**config.mk**
```make
export PLATFORM = sky130hd
export DESIGN_NAME = pcm_amp_collector
export DESIGN_NICKNAME = d
export VERILOG_FILES = /design/src/rtl/apu_pkg.sv /design/src/rtl/pcm_amp_collector.sv
export SDC_FILE = /design/constraint.sdc
export NUM_CORES = 1
export LEC_CHECK = 0
export ABC_CLOCK_PERIOD_IN_PS = 2300
export CAP_MARGIN = 30
export CORE_MARGIN = 3
export CORE_UTILIZATION = 49
export DETAILED_ROUTE_END_ITERATION = 10
export PLACE_DENSITY_LB_ADDON = 0.25
export RECOVER_POWER = 25
export SYNTH_ARGS = -nofsm -noshare
export SYNTH_HDL_FRONTEND = slang
export SYNTH_SLANG_ARGS = --single-unit
```
**constraint.sdc**
```tcl
create_clock -name clk -period 2.3 [get_ports clk]
set_input_delay 0.23 -clock clk [delete_from_list [all_inputs] [get_ports clk]]
set_output_delay 0.23 -clock clk [all_outputs]
set_load 0.05 [all_outputs]
```
**src/rtl/apu_pkg.sv**
```systemverilog
// Shared APU definitions: channel index type, channel constants and nibble placement
// within the 16-bit PCM amplitude word.
package apu_pkg;

  typedef logic [1:0] apu_ch_t;

  localparam apu_ch_t APU_CH1 = 2'd0;
  localparam apu_ch_t APU_CH2 = 2'd1;
  localparam apu_ch_t APU_CH3 = 2'd2;
  localparam apu_ch_t APU_CH4 = 2'd3;

  localparam int PCM_NIB_W = 4;

  function automatic int pcm_nib_lsb(apu_ch_t ch);
    return int'(ch) * PCM_NIB_W;
  endfunction

endpackage

```
**src/rtl/pcm_amp_collector.sv**
```systemverilog
// Collects one mixer slot per channel into a shadow frame and commits a coherent
// PCM12/PCM34 word. Optional stalled-frame partial commit: PCM_COMMIT_TIMEOUT_EN.
//
// exp_ch | meaning
// -------+--------------------------------------------
// CH1    | idle, waiting for the first slot of a frame
// CH2    | collecting, ch1 captured
// CH3    | collecting, ch1..ch2 captured
// CH4    | collecting, ch1..ch3 captured; next slot commits
module pcm_amp_collector
  import apu_pkg::*;
#(
  parameter int TIMEOUT_CYCLES = 1024
) (
  input  logic        clk,
  input  logic        reset,
  input  logic        cpu_en,
  input  logic        cgb,
  input  logic        apu_power,
  input  logic [3:0]  ch_on,
  input  logic        sample_valid,
  input  logic [1:0]  sample_ch,
  input  logic [3:0]  sample_amp,
  output logic [15:0] pcm_amp,
  output logic        frame_commit,
  output logic        seq_error
);

  apu_ch_t     exp_ch, exp_ch_nxt;
  logic [11:0] shadow, shadow_nxt;
  logic [15:0] pcm_amp_nxt;
  logic        frame_commit_nxt;
  logic        seq_error_nxt;
  logic [3:0]  slot_nib;
  logic [15:0] ch_on_mask;
  logic        powered;

  assign powered    = cgb & apu_power;
  assign slot_nib   = ch_on[sample_ch] ? sample_amp : 4'h0;
  assign ch_on_mask = {{4{ch_on[3]}}, {4{ch_on[2]}}, {4{ch_on[1]}}, {4{ch_on[0]}}};

`ifdef PCM_COMMIT_TIMEOUT_EN
  localparam int CNT_W = (TIMEOUT_CYCLES > 1) ? $clog2(TIMEOUT_CYCLES) : 1;
  localparam logic [CNT_W-1:0] TMO_LAST = CNT_W'(TIMEOUT_CYCLES - 1);

  logic [CNT_W-1:0] tmo_cnt, tmo_cnt_nxt;

  always_ff @(posedge clk or posedge reset) begin
    if (reset) tmo_cnt <= '0;
    else       tmo_cnt <= tmo_cnt_nxt;
  end
`else
  // Without the timeout a stalled frame simply waits; the limit has no effect.
  if (TIMEOUT_CYCLES < 1) begin : g_no_timeout
  end
`endif

  always_ff @(posedge clk or posedge reset) begin
    if (reset) begin
      exp_ch       <= APU_CH1;
      shadow       <= '0;
      pcm_amp      <= '0;
      frame_commit <= 1'b0;
      seq_error    <= 1'b0;
    end else begin
      exp_ch       <= exp_ch_nxt;
      shadow       <= shadow_nxt;
      pcm_amp      <= pcm_amp_nxt;
      frame_commit <= frame_commit_nxt;
      seq_error    <= seq_error_nxt;
    end
  end

  always_comb begin
    exp_ch_nxt       = exp_ch;
    shadow_nxt       = shadow;
    pcm_amp_nxt      = pcm_amp;
    frame_commit_nxt = 1'b0;
    seq_error_nxt    = seq_error;
`ifdef PCM_COMMIT_TIMEOUT_EN
    tmo_cnt_nxt      = tmo_cnt;
`endif
    if (cpu_en) begin
      if (!powered) begin
        exp_ch_nxt  = APU_CH1;
        shadow_nxt  = '0;
        pcm_amp_nxt = '0;
`ifdef PCM_COMMIT_TIMEOUT_EN
        tmo_cnt_nxt = '0;
`endif
      end else begin
        if (sample_valid && (apu_ch_t'(sample_ch) == exp_ch)) begin
`ifdef PCM_COMMIT_TIMEOUT_EN
          tmo_cnt_nxt = '0;
`endif
          if (exp_ch == APU_CH4) begin
            pcm_amp_nxt      = {slot_nib, shadow};
            frame_commit_nxt = 1'b1;
            shadow_nxt       = '0;
            exp_ch_nxt       = APU_CH1;
          end else begin
            for (int i = 0; i < 3; i++) begin
              if (exp_ch == apu_ch_t'(i))
                shadow_nxt[pcm_nib_lsb(apu_ch_t'(i)) +: PCM_NIB_W] = slot_nib;
            end
            exp_ch_nxt = exp_ch + 2'd1;
          end
        end else if (sample_valid) begin
          // Resync: a stray ch1 slot is taken as the start of a fresh frame.
          seq_error_nxt = 1'b1;
          shadow_nxt    = '0;
`ifdef PCM_COMMIT_TIMEOUT_EN
          tmo_cnt_nxt   = '0;
`endif
          if (apu_ch_t'(sample_ch) == APU_CH1) begin
            shadow_nxt[PCM_NIB_W-1:0] = slot_nib;
            exp_ch_nxt                = APU_CH2;
          end else begin
            exp_ch_nxt = APU_CH1;
          end
        end
`ifdef PCM_COMMIT_TIMEOUT_EN
        else if (exp_ch != APU_CH1) begin
          if (tmo_cnt == TMO_LAST) begin
            for (int i = 0; i < 3; i++) begin
              if (apu_ch_t'(i) < exp_ch)
                pcm_amp_nxt[pcm_nib_lsb(apu_ch_t'(i)) +: PCM_NIB_W] =
                  shadow[pcm_nib_lsb(apu_ch_t'(i)) +: PCM_NIB_W];
            end
            frame_commit_nxt = 1'b1;
            shadow_nxt       = '0;
            exp_ch_nxt       = APU_CH1;
            tmo_cnt_nxt      = '0;
          end else begin
            tmo_cnt_nxt = tmo_cnt + 1'b1;
          end
        end
`endif
        // Disabled channels read zero even over a commit on the same edge.
        pcm_amp_nxt = pcm_amp_nxt & ch_on_mask;
      end
    end
  end

endmodule
```
==> results.md <==
Die:
- The overall die height is slightly above 60 um.
- The die covers 0.00387 mm^2.
- During I/O placement, the number of pins put on the boundary was 34.
- The initial utilization of the core area, before any placement, comes to 0.538.
- The die boundary width is 62.2 um.
- The core footprint is 0.00288 mm^2.
- The number of standard-cell rows in the floorplan is 19.

Setup path:
- The worst setup path is of the flip-flop to flip-flop kind.
- The endpoint of the most critical setup path is pcm_amp[13].
- The required time of the critical path is 2510 ps.
- Broken down by cell family, the worst path's largest delay share belongs to compound AO/OA/AOI/OAI gates.
- The instance count on the critical path is 6.
- The source of the worst register-to-register timing path is exp_ch[1].
- The worst setup path is captured at a flip-flop.
- The worst reg-to-reg setup slack is 250 ps.
- The cell count of the worst reg-to-reg path is 6.
- The worst register-to-register path ends at pcm_amp[13].
- The timing startpoint of the critical path is exp_ch[1].
- Of all nets on the critical path, the largest fanout is 8.
- The worst setup path is launched from a flip-flop.
- The library cell contributing the largest single delay on the critical path is sky130_fd_sc_hd__dfrtp_1.
- For this run, the slowest stage of the critical path takes ~510 ps.
- At the worst endpoint, the arrival time is 2260 ps.
- Traced cell by cell, the critical path runs through ha_1 -> and3_1 -> a32oi_2 -> buf_4 -> o21a_1 -> a32o_1.
- The count of buffer and inverter cells on the critical path is 1.

Synth:
- In this run the mean area of a mapped cell was 11.7 um^2.
- Synthesis instantiated 34 different standard cells from the library.
- Synthesis produced 132 cells.
- The prevailing post-synth register cell is sky130_fd_sc_hd__dfrtp_1.
- The number of enable-type register cells in the synthesized netlist is 0.
- The number of nets in the synthesized netlist is ~150.
- For this run, asynchronously set or reset flops after synthesis account for 1.00.
- The synthesis warning total is 0.
- The synthesized netlist occupies a cell area of 0.00155 mm^2.
- The register area share after synthesis is 0.518.
- In this run, synthesis produced a sequential element count of 32.

Route:
- The met2 routed wirelength is ~2100 um.
- The detailed-routing iteration count for the pre-antenna-repair pass is 4.
- The wire length per cell is around 19 um.
- Across all layers, the routed design uses 1349 vias.
- For this run, design rule violations remaining after detail routing come to 0.
- In this run, the number of DRC markers left after iteration 0 of detailed routing was 74.
- The post-detailed-route count of antenna-violating nets is 0.
- The uppermost layer routed is met4.
- Using the TritonRoute via totals, the vias-per-cell ratio works out to roughly 6.2.
- Wires add up to 4070 um.
- The met3 wirelength from detailed routing is 322 um.
- The met1 wire length is between 1500 and 2000 um.

Run:
- The tool flagged a number of max-cap violations equal to 1.

Status:
- The flow ran to the end, but the final reports show violations.
- The checks that failed: capacitance limit, slew limit.

Finish:
- From synthesis to final layout, the design area changed by 30.0%.
- The number of nets in the layout is just under 200.
- In the final layout, the multi-input gates occupy 694 um^2.
- The area taken by flip-flops and latches is roughly 800 um^2.
- The share of the core filled with cells in the final layout is 0.699.
- The number of filler cells placed in the layout is 228.
- The repair_antennas step left the layout with diodes totalling 0.
- The fraction of final layout cells sized beyond drive strength 1 is 0.114.

STA:
- The final critical-path required period is 2050 ps.
- The final critical-path share of the clock period is 0.889.
- The number of hold violations in the final report is 0.
- The setup skew after layout is 10.9 ps.
- Timing would allow up to 0.489 GHz.
- The setup TNS after final layout is 0 ps.
- The actual transition at the worst max-transition pin is 1640 ps.
- Setup repair after global routing left no endpoint under its margin.
- The count of endpoints failing setup in the final report is 0.
- The relative slew slack is -0.0964.
- The worst hold slack is 472 ps.
- The final-report max-slew violation count is 33.

Power and ir drop:
- The power density of the placed cells is 511 mW/mm^2.
- The maximum VDD drop is 0.415 mV.
- Summed over all cells, the static leakage comes to 0.832 nW.

Global route:
- Summed over all layers, the global routing overflow is 0.
- Entering global routing, the biggest net connects 33 pins.
- The first global-routing pass estimated 6700 um of wire.
- The initial antenna violation count is 0.
- The via count of the first global-routing pass came to 1422.
- Across every metal layer, demand over resource in global routing totals 0.218.

Clocking:
- The post-cts sizing count is 0.
- The number of post-CTS setup repair buffers is 0.
- The H-tree was split into 2 levels.
- After clock tree synthesis, the clock-pin slew on the worst setup and hold paths is 100 ps.
- The clock tree from TritonCTS is yes.
- The number of sinks handled by clock tree synthesis is 32.
- The clock reaches the later pin of the worst-skew pair after 320 ps.
- The cell at the root of the clock tree is sky130_fd_sc_hd__clkbuf_4.
- The maximum number of buffers from clock root to sink is 2.
- TritonCTS created 5 clock buffers.
- The hold buffer count at cts is 0.

Worst hold path:
- The path category of the worst min-delay check is flip-flop to flip-flop.

Placement:
- The congestion estimate from routability-driven global placement came to 0.962.
- Detailed placement finished with a half-perimeter wire length of ~3100 um.
- The count of input and output buffers is 33.
[stage by stage]
stage               cells  area [um^2]  power (mW)  setup slack (ps)
floorplan             132         1550       0.671               529
global placement      211         1970       0.737               248
detailed placement    211         1970       0.742               179
CTS                   218         2010        1.03               297
global route          218         2010        1.08               196
finish                218         2010        1.03               255
[logic make-up after synthesis]
family	after synthesis	synth area share
AO/OA/AOI/OAI	52	0.282
XOR/XNOR	2	0.0162
adder cells (fa/ha/maj)	3	0.0243
buffers and inverters	13	0.0332
flip-flops	32	0.518
multiplexers	1	0.0146
AND/OR/NAND/NOR	29	0.112
[how the worst min path moves through the flow]
stage                    from          to  cells past startpoint
global placement    seq_error   seq_error                      1
finish              seq_error   seq_error                      1
detailed placement  seq_error   seq_error                      1
global route        seq_error   seq_error                      1
floorplan               reset   exp_ch[0]                      1
CTS                     reset  shadow[10]                      3
[state kept, by name, summed over array words and instances, names as in the netlist]
signal        count
frame_commit      1
seq_error         1
pcm_amp          16
exp_ch            2
shadow           12
[cells in the final DEF, fill, tap and decap left out, drive strengths merged, types with 3 or more instances in the layout]
cell type / count
clkdlybuf4s50: 33
dfrtp: 32
a32o: 13
inv: 10
nor2: 8
a21oi: 8
clkbuf: 7
nand2: 6
a22oi: 6
buf: 6
and2: 5
o21a: 4
a22o: 4
o32ai: 4
o21ai: 3
ha: 3
[Yosys cell counts, drive strengths merged (3+ instances only)]
cell | count | area share
dfrtp | 32 | 0.52
a32o | 13 | 0.084
inv | 10 | 0.024
a21oi | 8 | 0.026
nor2 | 8 | 0.019
a22oi | 6 | 0.029
nand2 | 6 | 0.015
and2 | 5 | 0.020
a22o | 4 | 0.023
o21a | 4 | 0.019
o32ai | 4 | 0.023
ha | 3 | 0.024
o21ai | 3 | 0.0097
[layout make-up]
type,count,share of cell area
sequential,32,0.398
timing repair buffer,40,0.189
clock inverter,1,0.00249
tap,42,0.0261
inverter,10,0.0187
clock buffer,6,0.0205
multi-input combinational,87,0.345
[layer usage]
layer,up-vias,global-route usage
met4,0,0.0635
met1,671,0.254
li1,603,-
met3,8,0.0667
met5,-,0
met2,67,0.387
[power breakdown]
group | switching (mW) | internal (mW) | total, mW
logic | 0.0959 | 0.0633 | 0.159
registers | 0.00625 | 0.567 | 0.574
clock network | 0.182 | 0.113 | 0.295
total | 0.285 | 0.743 | 1.03
[worst reg2reg max path: cells and delay by family, from the launching register on]
kind | cells | cell delay (ps)
compound gates | 3 | 520
simple gates | 1 | 240
buf+inv | 1 | 220
fa+ha+maj | 1 | 450
flops | 1 | 510
Power figures use the tool's default switching activity.
